`src/rtl/vec_relu_grad_pkg.sv`:
```
// Shared types and sizing helpers for the vector ReLU backward pass.
// Imported by the top level and the per-element lane.
package vec_relu_grad_pkg;

    typedef enum logic [1:0] {
        IDLE = 2'd0,
        BUSY = 2'd1,
        DONE = 2'd2
    } state_t;

    // Beat counter width: clog2(beats), never narrower than one bit.
    function automatic int beat_bits(input int beats);
        return (beats > 1) ? $clog2(beats) : 1;
    endfunction

    // Float element width from its exponent and fraction fields.
    function automatic int elem_width(input int exp_width, input int frac_width);
        return 1 + exp_width + frac_width;
    endfunction

endpackage

```
`src/rtl/float_relu_grad.sv`:
```
// One ReLU-backward lane: passes the gradient bit-exactly when the forward
// activation is strictly positive (sign clear, exponent/fraction nonzero).
module float_relu_grad
    import vec_relu_grad_pkg::*;
#(
    parameter int EXP_WIDTH  = 8,
    parameter int FRAC_WIDTH = 23,
    localparam int W = elem_width(EXP_WIDTH, FRAC_WIDTH)
) (
    input  logic [W-1:0] act,
    input  logic [W-1:0] grad,
    output logic [W-1:0] grad_out,
    output logic         pass
);

    // NaN payloads and +Inf fall out of the rule naturally: only sign and
    // an all-zero magnitude block the gradient.
    assign pass     = ~act[W-1] & (|act[W-2:0]);
    assign grad_out = pass ? grad : '0;

endmodule

```
`src/rtl/vec_relu_grad.sv`:
```
// Vector ReLU backward pass: captures one activation/gradient vector, walks it
// LANES elements per beat, then holds the masked gradient until consumed.
module vec_relu_grad
    import vec_relu_grad_pkg::*;
#(
    parameter int EXP_WIDTH  = 8,
    parameter int FRAC_WIDTH = 23,
    parameter int VEC_SIZE   = 4,
    parameter int LANES      = 1,
    localparam int W = elem_width(EXP_WIDTH, FRAC_WIDTH)
) (
    input  logic                  clk,
    input  logic                  reset,
    input  logic                  in_valid,
    output logic                  in_ready,
    input  logic [VEC_SIZE*W-1:0] act_in,
    input  logic [VEC_SIZE*W-1:0] grad_in,
    output logic                  out_valid,
    input  logic                  out_ready,
    output logic [VEC_SIZE*W-1:0] grad_out,
    output logic [VEC_SIZE-1:0]   mask_out,
    output state_t                state_dbg
);

    // Handshakes: a transfer happens on a rising edge where valid && ready.
    // in_ready is high only in IDLE and out_valid only in DONE, both decoded
    // from registered state; once raised, out_valid and its data stay stable
    // until out_ready is seen. VEC_SIZE must be a multiple of LANES.
    localparam int BEATS = VEC_SIZE / LANES;
    localparam int CW    = beat_bits(BEATS);

    state_t                state;
    logic [CW-1:0]         beat;
    logic [VEC_SIZE*W-1:0] act_q;
    logic [VEC_SIZE*W-1:0] grad_q;
    logic [VEC_SIZE*W-1:0] grad_r;
    logic [VEC_SIZE-1:0]   mask_r;

    logic [W-1:0] lane_grad [LANES];
    logic         lane_pass [LANES];

    for (genvar l = 0; l < LANES; l++) begin : g_lane
        float_relu_grad #(
            .EXP_WIDTH (EXP_WIDTH),
            .FRAC_WIDTH(FRAC_WIDTH)
        ) u_lane (
            .act     (act_q[(int'(beat) * LANES + l) * W +: W]),
            .grad    (grad_q[(int'(beat) * LANES + l) * W +: W]),
            .grad_out(lane_grad[l]),
            .pass    (lane_pass[l])
        );
    end

    always_ff @(posedge clk) begin
        if (reset) begin
            state  <= IDLE;
            beat   <= '0;
            act_q  <= '0;
            grad_q <= '0;
            grad_r <= '0;
            mask_r <= '0;
        end else begin
            case (state)
                IDLE: begin
                    if (in_valid) begin
                        act_q  <= act_in;
                        grad_q <= grad_in;
                        beat   <= '0;
                        state  <= BUSY;
                    end
                end
                BUSY: begin
                    for (int l = 0; l < LANES; l++) begin
                        grad_r[(int'(beat) * LANES + l) * W +: W] <= lane_grad[l];
                        mask_r[int'(beat) * LANES + l]            <= lane_pass[l];
                    end
                    // Counter stops at the last beat rather than wrapping.
                    if (beat == CW'(BEATS - 1)) begin
                        state <= DONE;
                    end else begin
                        beat <= beat + 1'b1;
                    end
                end
                DONE: begin
                    if (out_ready) begin
                        state <= IDLE;
                    end
                end
                default: state <= IDLE;
            endcase
        end
    end

    assign in_ready  = (state == IDLE);
    assign out_valid = (state == DONE);
    assign grad_out  = grad_r;
    assign mask_out  = mask_r;
    assign state_dbg = state;

endmodule
```
`config.mk`:
```
export PLATFORM = sky130hd
export DESIGN_NAME = vec_relu_grad
export DESIGN_NICKNAME = d
export VERILOG_FILES = /design/src/rtl/vec_relu_grad_pkg.sv /design/src/rtl/float_relu_grad.sv /design/src/rtl/vec_relu_grad.sv
export SDC_FILE = /design/constraint.sdc
export NUM_CORES = 1
export LEC_CHECK = 0
export ABC_AREA = 1
export ABC_CLOCK_PERIOD_IN_PS = 3000
export BUFFER_PORTS_ARGS = -buffer_cell sky130_fd_sc_hd__buf_4
export CAP_MARGIN = 20
export CORE_ASPECT_RATIO = 0.8
export CORE_UTILIZATION = 53
export CTS_CLUSTER_DIAMETER = 100
export DETAILED_ROUTE_END_ITERATION = 12
export GPL_ROUTABILITY_DRIVEN = 0
export MAX_ROUTING_LAYER = met4
export PLACE_DENSITY = 0.8
export RECOVER_POWER = 100
export SLEW_MARGIN = 30
export SYNTH_ARGS = -nofsm -noshare
export SYNTH_HDL_FRONTEND = slang
export SYNTH_SLANG_ARGS = --single-unit
```
`constraint.sdc`:
```
create_clock -name clk -period 3 [get_ports clk]
set_clock_uncertainty 0.2 [all_clocks]
set_input_delay 0.6 -clock clk [delete_from_list [all_inputs] [get_ports clk]]
set_output_delay 0.6 -clock clk [all_outputs]
set_load 0.01 [all_outputs]
```
; ---- After elaboration in Yosys (flattened, before gate mapping)
; Cells that the tools add are included.
[word_totals]
reg_bits = 392
output_inout_bits = 136
wordCells = 42
[op_classes]
order_cmp = 2
eq_ne = 7
add_sub_neg = 2
n_reduce_logical = 7
bitwise_logic = 2
n_mux = 12
n_shift = 4
[ops]
columns = op, count
row1 = $shiftx 128x8->32, 2
row2 = $bwmux 128, 1
row3 = $shift 32x33->128 const A, 1
row4 = $shiftx 32x33->128, 1
row5 = $neg 7->33, 1
row6 = $mux 32, 1
row7 = $reduce_or 31->1, 1
row8 = $mux 2, 5
row9 = $ne 2x2->1 const B, 3
row10 = $pmux 2 s3, 1
row11 = $reduce_and 3->1, 2
row12 = $bwmux 4, 1
row13 = $eq 2x2->1 const B, 2
row14 = $pmux 2 s2, 1
row15 = $lt 2x3->1 const B, 1
row16 = $add 2x1->2 const B, 1
row17 = $demux 1 s2, 1
row18 = $eq 2x1->1 const B, 1
row19 = $ge 2x1->1 const B, 1
row20 = $logic_not 2->1, 1
row21 = $ne 2x1->1 const B, 1
row22 = $reduce_and 2->1, 1
row23 = $reduce_bool 2->1, 1
row24 = $and 1x1->1, 1
row25 = 3 further kinds, 3

; ---- Longest topological paths before layout
; Gate-level depths: netlist of the first run.
[logic_depth]
ltp_word = 6
depth_mapped = 14
mapped_depth_nobuf = 12

; ---- By module
; A second synthesis of the first run with hierarchy kept.
[hier_totals]
hier_cells = 2303
area_unflattened_um2 = 16285.6
[modules_own_cells]
columns = module, instances, seq_area_each_um2, cells_per_inst, area_each_um2
row1 = vec_relu_grad, 1, 7847.5, 2200, 15813.9
row2 = float_relu_grad, 1, 0.0, 103, 471.7

; ---- Worst setup path before layout of the first run
; No wires, ideal clock.
[synth_path]
path_kind = reg-to-reg
startpoint = register beat[0]
endpoint = register grad_r[36], in the netlist grad_out[36]
period_less_slack_ns = 2.279
slack_ns = 0.721
arrival_time_ns = 2.008
path_buffers = 4
required_time_ns = 2.730
path_stages_with_launch = 11
cell_sequence = dfxtp_1 -> buf_6 -> inv_2 -> buf_6 -> buf_2 -> ha_1 -> nand2_1 -> nor2_1 -> clkbuf_1 -> nand4_1 -> a21oi_1
[synth_between]
elab_chain_len = 6
elab_cells_between_ends = 10
[synth_rtl]
columns = item, line_no
row1 = "start, declared", vec_relu_grad.sv:33  ; logic [CW-1:0] beat;
row2 = "start signal, assigned", vec_relu_grad.sv:81  ; beat <= beat + 1'b1;
row3 = $shiftx 128x8->32, vec_relu_grad.sv:47  ; .act (act_q[(int'(beat) * LANES + l) * W +: W]),
row4 = $reduce_or 31->1 / $not 1->1 (equally long branches), float_relu_grad.sv:18  ; assign pass = ~act[W-1] & (|act[W-2:0]);
row5 = $and 1x1->1, float_relu_grad.sv:18
row6 = $mux 32, float_relu_grad.sv:19  ; assign grad_out = pass ? grad : '0;
row7 = $shiftx 32x33->128, vec_relu_grad.sv:74  ; grad_r[(int'(beat) * LANES + l) * W +: W] <= lane_grad[l];
row8 = $bwmux 128 *, vec_relu_grad.sv:74
row9 = "end signal, assigned by index", vec_relu_grad.sv:74
row10 = "end, declared", vec_relu_grad.sv:36  ; logic [VEC_SIZE*W-1:0] grad_r;
; Mark *: on every way between the ends. The rest lies on a longest branch, timed or not.
; A chain may end at the register's enable or synchronous reset.

; ---- Worst setup path after layout of the first run
[layout_path]
startpoint = register beat[0]
endpoint = register grad_r[48], in the netlist grad_out[48]
; Same word-level chain as after synthesis.

==> flow_metrics.tcl, run 1 <==
set metrics [dict create \
    design.final.nets 2681 \
    path_delay_family "buffers and inverters" \
    critPathSlowestCell "buf_4" \
    worstPathBufferInverterCount 3 \
    synth.net_count 2381 \
    route.final.wire_length_um 48400 \
    final_core_util 0.665 \
    netlist-cell-type-count 27 \
    detailed_routing_iterations_pass_1 10 \
    cts_made_buffers 39 \
    synth-adder-area-share 0.00630 \
    groute.usage.overall 0.315 \
    slew-limit-headroom 0.358 \
    pin_slew_with_the_least_headroom_to_its_limit_ns 0.963 \
    floorplan.initialDensity 0.540 \
    post_drt_wl_per_cell_um 17.1 \
    final.period_utilization 0.918 \
    tritoncts "built" \
    clk_root_buffer_cell "clkbuf_16" \
    total_of_buffers_placed_on_input_and_output_ports 395 \
    ctsResizeCount 0 \
    drc_errors 0 \
    setup.worst_path.class "reg -> reg" \
    cp_data_arrival_time_ns 2.99 \
    number_of_global_route_vias_before_repair 14300 \
    dominant_combinational_cell_family_by_area_after_synthesis "simple AND/OR/NAND/NOR gates" \
    drtAntennaViolNets 0 \
    cts_setup_buffers 0 \
    fraction_of_final_layout_cells_sized_beyond_drive_strength_1 0.155 \
    crit_path_max_incr_delay_ns 0.78 \
    syn-cell-area_um2 15900 \
    pre_cts_slack_ns 0.406 \
    grt_overflow_total 0 \
    clock_sink_count 392 \
    grt_pass1_wl_um 75000 \
    finish.instance_area_um2 19600 \
    yosysWarnings 0 \
    htree_levels 2 \
    finished_layout_cells 2824 \
    totalPowerFinal_mw 12.5 \
    viasPerCell 5.49 \
    setup.worst_path.start_class "register" \
    hpwl_um 32600 \
    cp_data_required_time_ns 3.24 \
    netlist_instances 2113 \
    floorplan.die.width_um 196 \
    clock_latency_ns 0.52 \
    clkSlewWorstSetupHoldPaths_ns 0.07 \
    synth_compound_area_frac 0.200 \
    fmax_mhz 363 \
    report.final.slew_viol_count 0 \
    yosys.area_share.xor_xnor 0 \
    pwr_density_cell_nw_per_um2 639 \
    setup.worst_path.end_class "register" \
    finalSetupViolCount 0 \
    power_leakage_nw 7.89 \
    worst_path_most_repeated_cell "buf_4" \
    fp-row-count 56 \
    timing.reg2reg.setup_slack_ns 0.25 \
    placed_area_um2 19000 \
    grt_antenna_before_repair 4 \
    class_of_the_tightest_hold_or_removal_check "in -> reg" \
    rsz_0062_raised_after_global_routing "false" \
    die_height_um 157 \
    drtIter0Drc 1216 \
    critical_path.max_fanout 86 \
    floorplan.die_area_um2 30700 \
    vdd_drop_max_v 0.000372 \
    core_area_um2 29400 \
    dpl.cell_count 2749 \
    grt_max_degree 123 \
    syn_avg_cell_area_um2 7.52 \
    outcome "completed" \
    timing.critical_path.cells "buf_4, ha_1, inv_1, nor2_2, buf_4, nand4_1, a21oi_1" \
    post_synth_and_or_nand_nor_area_fraction 0.220 \
    synth.area.mux_share 0 \
    postLayoutSetupSlackWorst_ns 0.246 \
    routed-via-count 15500 \
    yosys_register_bits 392 \
    timing.final.hold_violations 0 \
    area_delta_synth_final_pct 23.2 \
    num_io_pins 396 \
    worst_hold_slack_ns 0.129 \
    final.min_clock_period_ns 2.75 \
    maximum_clock_path_buffer_count 3 \
    synth-seq-area-share 0.494 \
    drv.max_cap_violation_count 0 \
    setup_tns_ns 0 \
    postCtsHoldBufs 0 \
]
-- where the power goes --
part | internal (mW) | switching (mW)
sequential | 5.53 | 0.140
combinational | 0.681 | 1.20
clock | 2.91 | 2.05
total | 9.11 | 3.39
-- cells in the final DEF (no fill, tap or decap), drive strengths merged --
cell type / n
a21oi: 273
and2: 4
buf: 284
bufinv: 2
clkbuf: 198
clkinv: 7
clkinvlp: 3
dfxtp: 392
diode: 4
ha: 8
inv: 152
nand2: 216
nand3: 45
nand4: 66
nor2: 429
nor3: 3
nor4: 1
o21a: 1
o21ai: 359
-- path summary, 6_finish.rpt --
kind	startpoint	end	depth (start not counted)
worst max-delay path	beat[0]	grad_out[48]	7
worst min-delay path	grad_in[120]	grad_q[120]	3
worst max register to register	beat[0]	grad_out[48]	7
worst min register to register	act_q[61]	act_q[61]	2
-- cells in the mapped netlist (all sizes together) --
cell    instances  share of area
nand3          45          0.015
ha              8         0.0063
nor4            1        0.00079
buf            38          0.014
clkbuf        128          0.030
nand2         216          0.051
nand4          66          0.026
inv           149          0.035
and2            4         0.0016
clkinv          1        0.00024
o21ai         359           0.11
a21oi         273          0.086
nor3            3        0.00094
nor2          429           0.12
dfxtp         392           0.49
o21a            1        0.00047
-- cell type report --
cell class | count | area, µm²
fill | 2568 | 9840
sequential | 392 | 7850
multi-input combinational | 1405 | 6600
timing repair buffer | 425 | 2770
clock buffer | 57 | 1180
inverter | 150 | 571
tap | 377 | 472
clock inverter | 14 | 136
antenna | 4 | 10.0
-- tightest hold or removal path, delay by kind of cell --
family	cells	cell delay [ns]
buffers and inverters	1	0.07
and+or+nand+nor	1	0.08
AOI/OAI and AO/OA	1	0.07
-- registers in the layout, indices dropped and copies added, names as in the netlist --
| name | flops |
|---|---|
| act_q | 128 |
| grad_out | 128 |
| grad_q | 128 |
| mask_out | 4 |
| beat | 2 |
| state_dbg | 2 |
-- logic make-up after synthesis --
kind of cell / Yosys count
simple gates: 764
compound gates: 633
flops: 392
buf+inv: 316
fa+ha+maj: 8
-- per-layer routing --
metal | up-vias | GRT usage | wire length [µm]
met4 | 0 | 0.141 | 2120
met2 | 713 | 0.500 | 22600
met5 | - | - | 0
li1 | 7524 | - | -
met3 | 129 | 0.0524 | 3920
met1 | 7131 | 0.397 | 19800
(Power assumes the default switching activity.)
==> run 2: changes to the inputs <==
Settings changed: CELL_PAD_IN_SITES_DETAIL_PLACEMENT set to 2, CELL_PAD_IN_SITES_GLOBAL_PLACEMENT set to 2, CORE_MARGIN set to 2, CORE_UTILIZATION 53 to 31, CTS_BUF_LIST set to sky130_fd_sc_hd__clkbuf_4, PLACE_DENSITY 0.8 to not set, PLACE_DENSITY_LB_ADDON set to 0.1.
==> run 2 against run 1 <==
  * Critical path depth is the same
  * Worst setup slack got worse by 0.12 ns
  * Sequential cell count is the same
  * Sequential power grew 0.7%
  * Hold slack lost 0.047 ns
  * Count of clock-buffer cells in the layout rose by 110
  * Highest routed layer unchanged
  * Largest cell class unchanged
  * Power increased by 8.6%
  * Design area is 17% higher
  * Die area grew 73%
  * Cell count up 26%
  * Global-route usage decreased by 0.37 points
  * Largest power group unchanged
==> flow_metrics.tcl, run 2 (synthesis results as in run 1) <==
set metrics [dict create \
    setup_tns_ns 0 \
    maximum_clock_path_buffer_count 3 \
    htree_levels 3 \
    cts_made_buffers 105 \
    grt_overflow_total 0 \
    floorplan.die.width_um 257 \
    reg2regPathDepth 7 \
    ff_latch_area_um2 7850 \
    grt_antenna_before_repair 27 \
    final.min_clock_period_ns 2.87 \
    num-fill-cells 5811 \
    outcome "completed" \
    drtAntennaViolNets 0 \
    setup.worst_path.end_class "register" \
    viasPerCell 5.06 \
    grt_max_degree 190 \
    power_leakage_nw 9.27 \
    multiInputGateArea_um2 6450 \
    grt_pass1_wl_um 123000 \
    cp_data_required_time_ns 3.64 \
    fp-row-count 74 \
    timing.final.hold_violations 0 \
    total_of_buffers_placed_on_input_and_output_ports 395 \
    min_delay_worst_endpoint "act_q[91]" \
    slew-limit-headroom 0.158 \
    report.final.slew_viol_count 0 \
    finished_layout_cells 3568 \
    drtIter0Drc 1020 \
    dpl.cell_count 3053 \
    drv.max_cap_violation_count 0 \
    route.final.wire_length_um 83600 \
    critPathSlowestCell "dlygate4sd3_1" \
    layout_common_cells "422 x nor2_1, 390 x dfxtp_1, 354 x o21ai_0" \
    pin_slew_with_the_least_headroom_to_its_limit_ns 1.26 \
    final_core_util 0.452 \
    num_io_pins 396 \
    critical_path.max_fanout 85 \
    setup.worst_path.class "reg -> reg" \
    timing.critical_path.cells "nor2_1, nand2_4, buf_16, o21ai_0, dlygate4sd3_1, nor2_1, dlygate4sd3_1" \
    clock_sink_count 392 \
    crit_path_max_incr_delay_ns 0.60 \
    fraction_of_final_layout_cells_sized_beyond_drive_strength_1 0.167 \
    hold_path.startpoint "in_valid" \
    floorplan.initialDensity 0.313 \
    timing.hold.worst_path_depth 5 \
    groute.usage.overall 0.312 \
    finalSetupViolCount 0 \
    timing.reg2reg.setup_slack_ns 0.13 \
    layout_commonest_cell "nor2_1" \
    pwr_density_cell_nw_per_um2 591 \
    die_height_um 207 \
    number_of_global_route_vias_before_repair 20100 \
    core_area_um2 50800 \
    setup.worst_path.start_class "register" \
    final.period_utilization 0.957 \
    detailed_routing_iterations_pass_1 5 \
    design.final.nets 3042 \
    hpwl_um 42700 \
    drc_errors 0 \
    rr_startpoint "state_dbg[0]" \
    post_drt_wl_per_cell_um 23.4 \
    cp_data_arrival_time_ns 3.51 \
    crit-reg2reg-capture "act_q[93]" \
    rsz_0062_raised_after_global_routing "false" \
    tritoncts "built" \
    fmax_mhz 348 \
    clkSlewWorstSetupHoldPaths_ns 0.07 \
    totalPowerFinal_mw 13.6 \
    class_of_the_tightest_hold_or_removal_check "in -> reg" \
    routed-via-count 18100 \
    vdd_drop_max_v 0.000272 \
    area_delta_synth_final_pct 44.6 \
    clock_latency_ns 0.94 \
    clk_root_buffer_cell "clkbuf_4" \
    floorplan.die_area_um2 53100 \
]
## run 2: changes by cell type in the layout (fill, tap and decap cells not counted), moves of 3 or more
cell and delta:
clkinv_2 -6, clkinvlp_4 -3, diode_2 +27, clkbuf_4 +169, clkbuf_16 -41, nor2_1 +12, clkbuf_1 -6, nor2_8 -10
clkinv_1 +13, clkbuf_8 -9, dlygate4sd3_1 +294
## run 2: layer usage
metal  part of all wire  GRT usage  vias to the layer above
li1                   -          -                     8340
met1               0.42      0.359                     8953
met2               0.50      0.528                      555
met3              0.049     0.0624                      206
met4              0.040      0.138                        0
met5                  0          -                        -
## run 2: how the worst max path moves through the flow
stage	start	end	slack (ns)	depth (start not counted)
after detailed placement	beat[0]	grad_out[34]	0.28	13
after floorplan	beat[0]	grad_out[36]	0.72	10
final	state_dbg[0]	act_q[93]	0.13	7
after CTS	state_dbg[0]	act_q[93]	0.08	7
after global routing	beat[0]	grad_out[49]	0.05	7
after global placement	beat[0]	grad_out[34]	0.33	13
## run 2: report_power, final
part	internal, mW	switching [mW]	total [mW]
combinational	0.925	1.55	2.48
sequential	5.52	0.182	5.71
clock	2.84	2.56	5.40
## run 2: cell type report
cell class / count / area share
well taps: 684 / 0.0372
clock inverters: 19 / 0.00768
inverters: 150 / 0.0248
clock buffers: 167 / 0.0546
flip-flops and latches: 392 / 0.342
multi-input cells: 1405 / 0.281
diodes: 31 / 0.00338
repair buffers: 720 / 0.250
## run 2: worst max-delay path, delay by kind of cell (launching register included)
family                 cells  cell delay [ns]
buffers and inverters      3             1.51
flip-flops                 1             0.51
AND/OR/NAND/NOR            3             0.44
AO/OA/AOI/OAI              1             0.12
## run 2: timing repair
item | 4_1_cts | 5_1_grt
hold buffers | 294 | 0
setup endpoints to repair | 0 | 6
endpoints found under the hold margin | 259 | 0
resized for setup | 0 | 1
setup buffers | 0 | 3
## run 2: per-stage QoR
stage | worst slack, ns | hold slack (ns) | cell area, µm²
global placement | 0.331 | 0.239 | 19400
floorplan | 0.721 | 0.229 | 15900
finish | 0.130 | 0.0821 | 23000
detailed placement | 0.283 | 0.248 | 19400
CTS | 0.0815 | 0.00512 | 23700
global route | 0.0477 | 0.0452 | 23000
==> run 3: changes to the inputs <==
Settings changed: ABC_CLOCK_PERIOD_IN_PS 3000 to 2950.
Clock period 3 ns to 2.95 ns, I/O delays scaled along.
==> run 3 against run 2 <==
  * Highest routed layer unchanged
  * Critical endpoint is now grad_out[113]
  * Worst setup slack better by 0.012 ns
  * Routed wire length down 3.3%
  * Largest cell class unchanged
  * Clock power down 3%
  * Count of clock-buffer cells in the layout down 5
  * Sequential share of layout area down 0.34 points
  * Largest power group unchanged
  * First-iteration DRC count down 12%
  * Hold slack better by 0.18 ns
  * Cell count down 0.22%
  * Utilization up 0.46 points
==> flow_metrics.tcl, run 3 (synthesis results as in run 1) <==
set metrics [dict create \
    outcome "completed" \
    crit_path_max_incr_delay_ns 0.60 \
    grt_antenna_before_repair 19 \
    drtAntennaViolNets 0 \
    setup.worst_path.start_class "register" \
    timing.critical_path.cells "buf_12, o21ai_0, o21ai_0, inv_1, nor2_8, nand4_1, a21oi_1" \
    cp_data_required_time_ns 3.58 \
    rsz_0062_raised_after_global_routing "false" \
    critPathSlowestCell "o21ai_0" \
    class_of_the_tightest_hold_or_removal_check "reg -> reg" \
    pwr_density_cell_nw_per_um2 590 \
    drv.max_cap_violation_count 0 \
    dpl.cell_count 3054 \
    detailed_routing_iterations_pass_1 5 \
    clock_sink_count 392 \
    critical_path.max_fanout 98 \
    num_io_pins 396 \
    fmax_mhz 356 \
    clock_latency_ns 0.92 \
    placed_area_um2 19400 \
    timing.reg2reg.setup_slack_ns 0.14 \
    setup.worst_path.end_class "register" \
    die_height_um 207 \
    crit_start "beat[0]" \
    grt_max_degree 189 \
    floorplan.initialDensity 0.313 \
    setup_tns_ns 0 \
    vdd_drop_max_v 0.000278 \
    area_delta_synth_final_pct 46.0 \
    critPathCapture "grad_out[113]" \
    hpwl_um 42900 \
    maximum_clock_path_buffer_count 3 \
    clkSlewWorstSetupHoldPaths_ns 0.07 \
    final.min_clock_period_ns 2.81 \
    layout_commonest_cell "nor2_1" \
    cts_setup_buffers 0 \
    cp_data_arrival_time_ns 3.43 \
    route.final.wire_length_um 80800 \
    finish.instance_area_um2 23200 \
    timing.final.hold_violations 0 \
    finalSetupViolCount 0 \
    floorplan.die_area_um2 53100 \
    fraction_of_final_layout_cells_sized_beyond_drive_strength_1 0.173 \
    layout_common_cells "400 x nor2_1, 390 x dfxtp_1, 354 x o21ai_0" \
    viasPerCell 5.03 \
    reg2regPathDepth 7 \
    final.period_utilization 0.952 \
    groute.usage.overall 0.307 \
    pin_slew_with_the_least_headroom_to_its_limit_ns 1.29 \
    worst_path_most_repeated_cell "o21ai_0" \
    finished_layout_cells 3560 \
    report.final.slew_viol_count 0 \
    fp-row-count 74 \
    total_of_buffers_placed_on_input_and_output_ports 395 \
    power_leakage_nw 9.36 \
    drtIter0Drc 897 \
    drc_errors 0 \
    design.final.nets 3045 \
    floorplan.die.width_um 257 \
    routed-via-count 17900 \
    rr_startpoint "beat[0]" \
    tritoncts "built" \
    clk_root_buffer_cell "clkbuf_4" \
    cts_made_buffers 108 \
    grt_pass1_wl_um 121000 \
    htree_levels 3 \
    setup.worst_path.class "reg -> reg" \
    grt_overflow_total 0 \
    slew-limit-headroom 0.139 \
    core_area_um2 50800 \
    number_of_global_route_vias_before_repair 20100 \
    crit-reg2reg-capture "grad_out[113]" \
    post_drt_wl_per_cell_um 22.7 \
]
run 3: area by class of cell:
| cell class | instances | area [µm²] |
|---|---|---|
| fill | 5762 | 27600 |
| sequential | 392 | 7850 |
| multi-input combinational | 1405 | 6780 |
| timing repair buffer | 720 | 5720 |
| clock buffer | 162 | 1220 |
| tap | 684 | 856 |
| inverter | 150 | 573 |
| clock inverter | 25 | 156 |
| antenna | 22 | 55.1 |
run 3: worst max-delay path: cells and delay by family, from the launching register on:
family,cells,cell delay [ns]
DFF,1,0.49
AOI/OAI and AO/OA,3,0.96
and+or+nand+nor,2,0.29
buffers and inverters,2,0.71
run 3: timing repair:
action,in CTS,in global routing
hold endpoints to repair,259,0
hold buffers,297,0
resized for setup,0,3
setup endpoints to repair,0,4
run 3: how the worst min path moves through the flow:
stage                start    endpoint  slack (ns)  cells after the start
2_1_floorplan    act_q[21]   act_q[21]        0.23                      2
3_3_place_gp    grad_q[46]  grad_q[46]        0.24                      2
3_5_place_dp    grad_q[36]  grad_q[36]        0.25                      2
4_1_cts        grad_in[80]  grad_q[80]        0.20                      4
5_1_grt         act_in[63]   act_q[63]        0.25                      4
6_report        grad_q[36]  grad_q[36]        0.26                      2
run 3: power by group:
part	internal, mW	switching, mW
registers	5.62	0.189
logic	1.01	1.64
clock network	2.66	2.57
run 3: per-stage QoR:
step / power [mW] / hold slack, ns / worst slack [ns] / util
after global placement: 7.98 / 0.240 / 0.341 / 0.381
after floorplan: 7.17 / 0.229 / 0.671 / -
after global routing: 14.4 / 0.250 / 0.0614 / 0.457
after CTS: 13.5 / 0.202 / 0.276 / 0.466
after detailed placement: 8.07 / 0.250 / 0.295 / 0.381
final: 13.7 / 0.260 / 0.141 / 0.457
run 3: layer usage:
| layer | wire length [µm] | vias up | track usage | share of wire |
|---|---|---|---|---|
| met3 | 3440 | 172 | 0.0638 | 0.043 |
| met2 | 40700 | 473 | 0.522 | 0.50 |
| met5 | 0 | - | - | 0 |
| li1 | - | 8349 | - | - |
| met1 | 34000 | 8902 | 0.354 | 0.42 |
| met4 | 2600 | 0 | 0.125 | 0.032 |
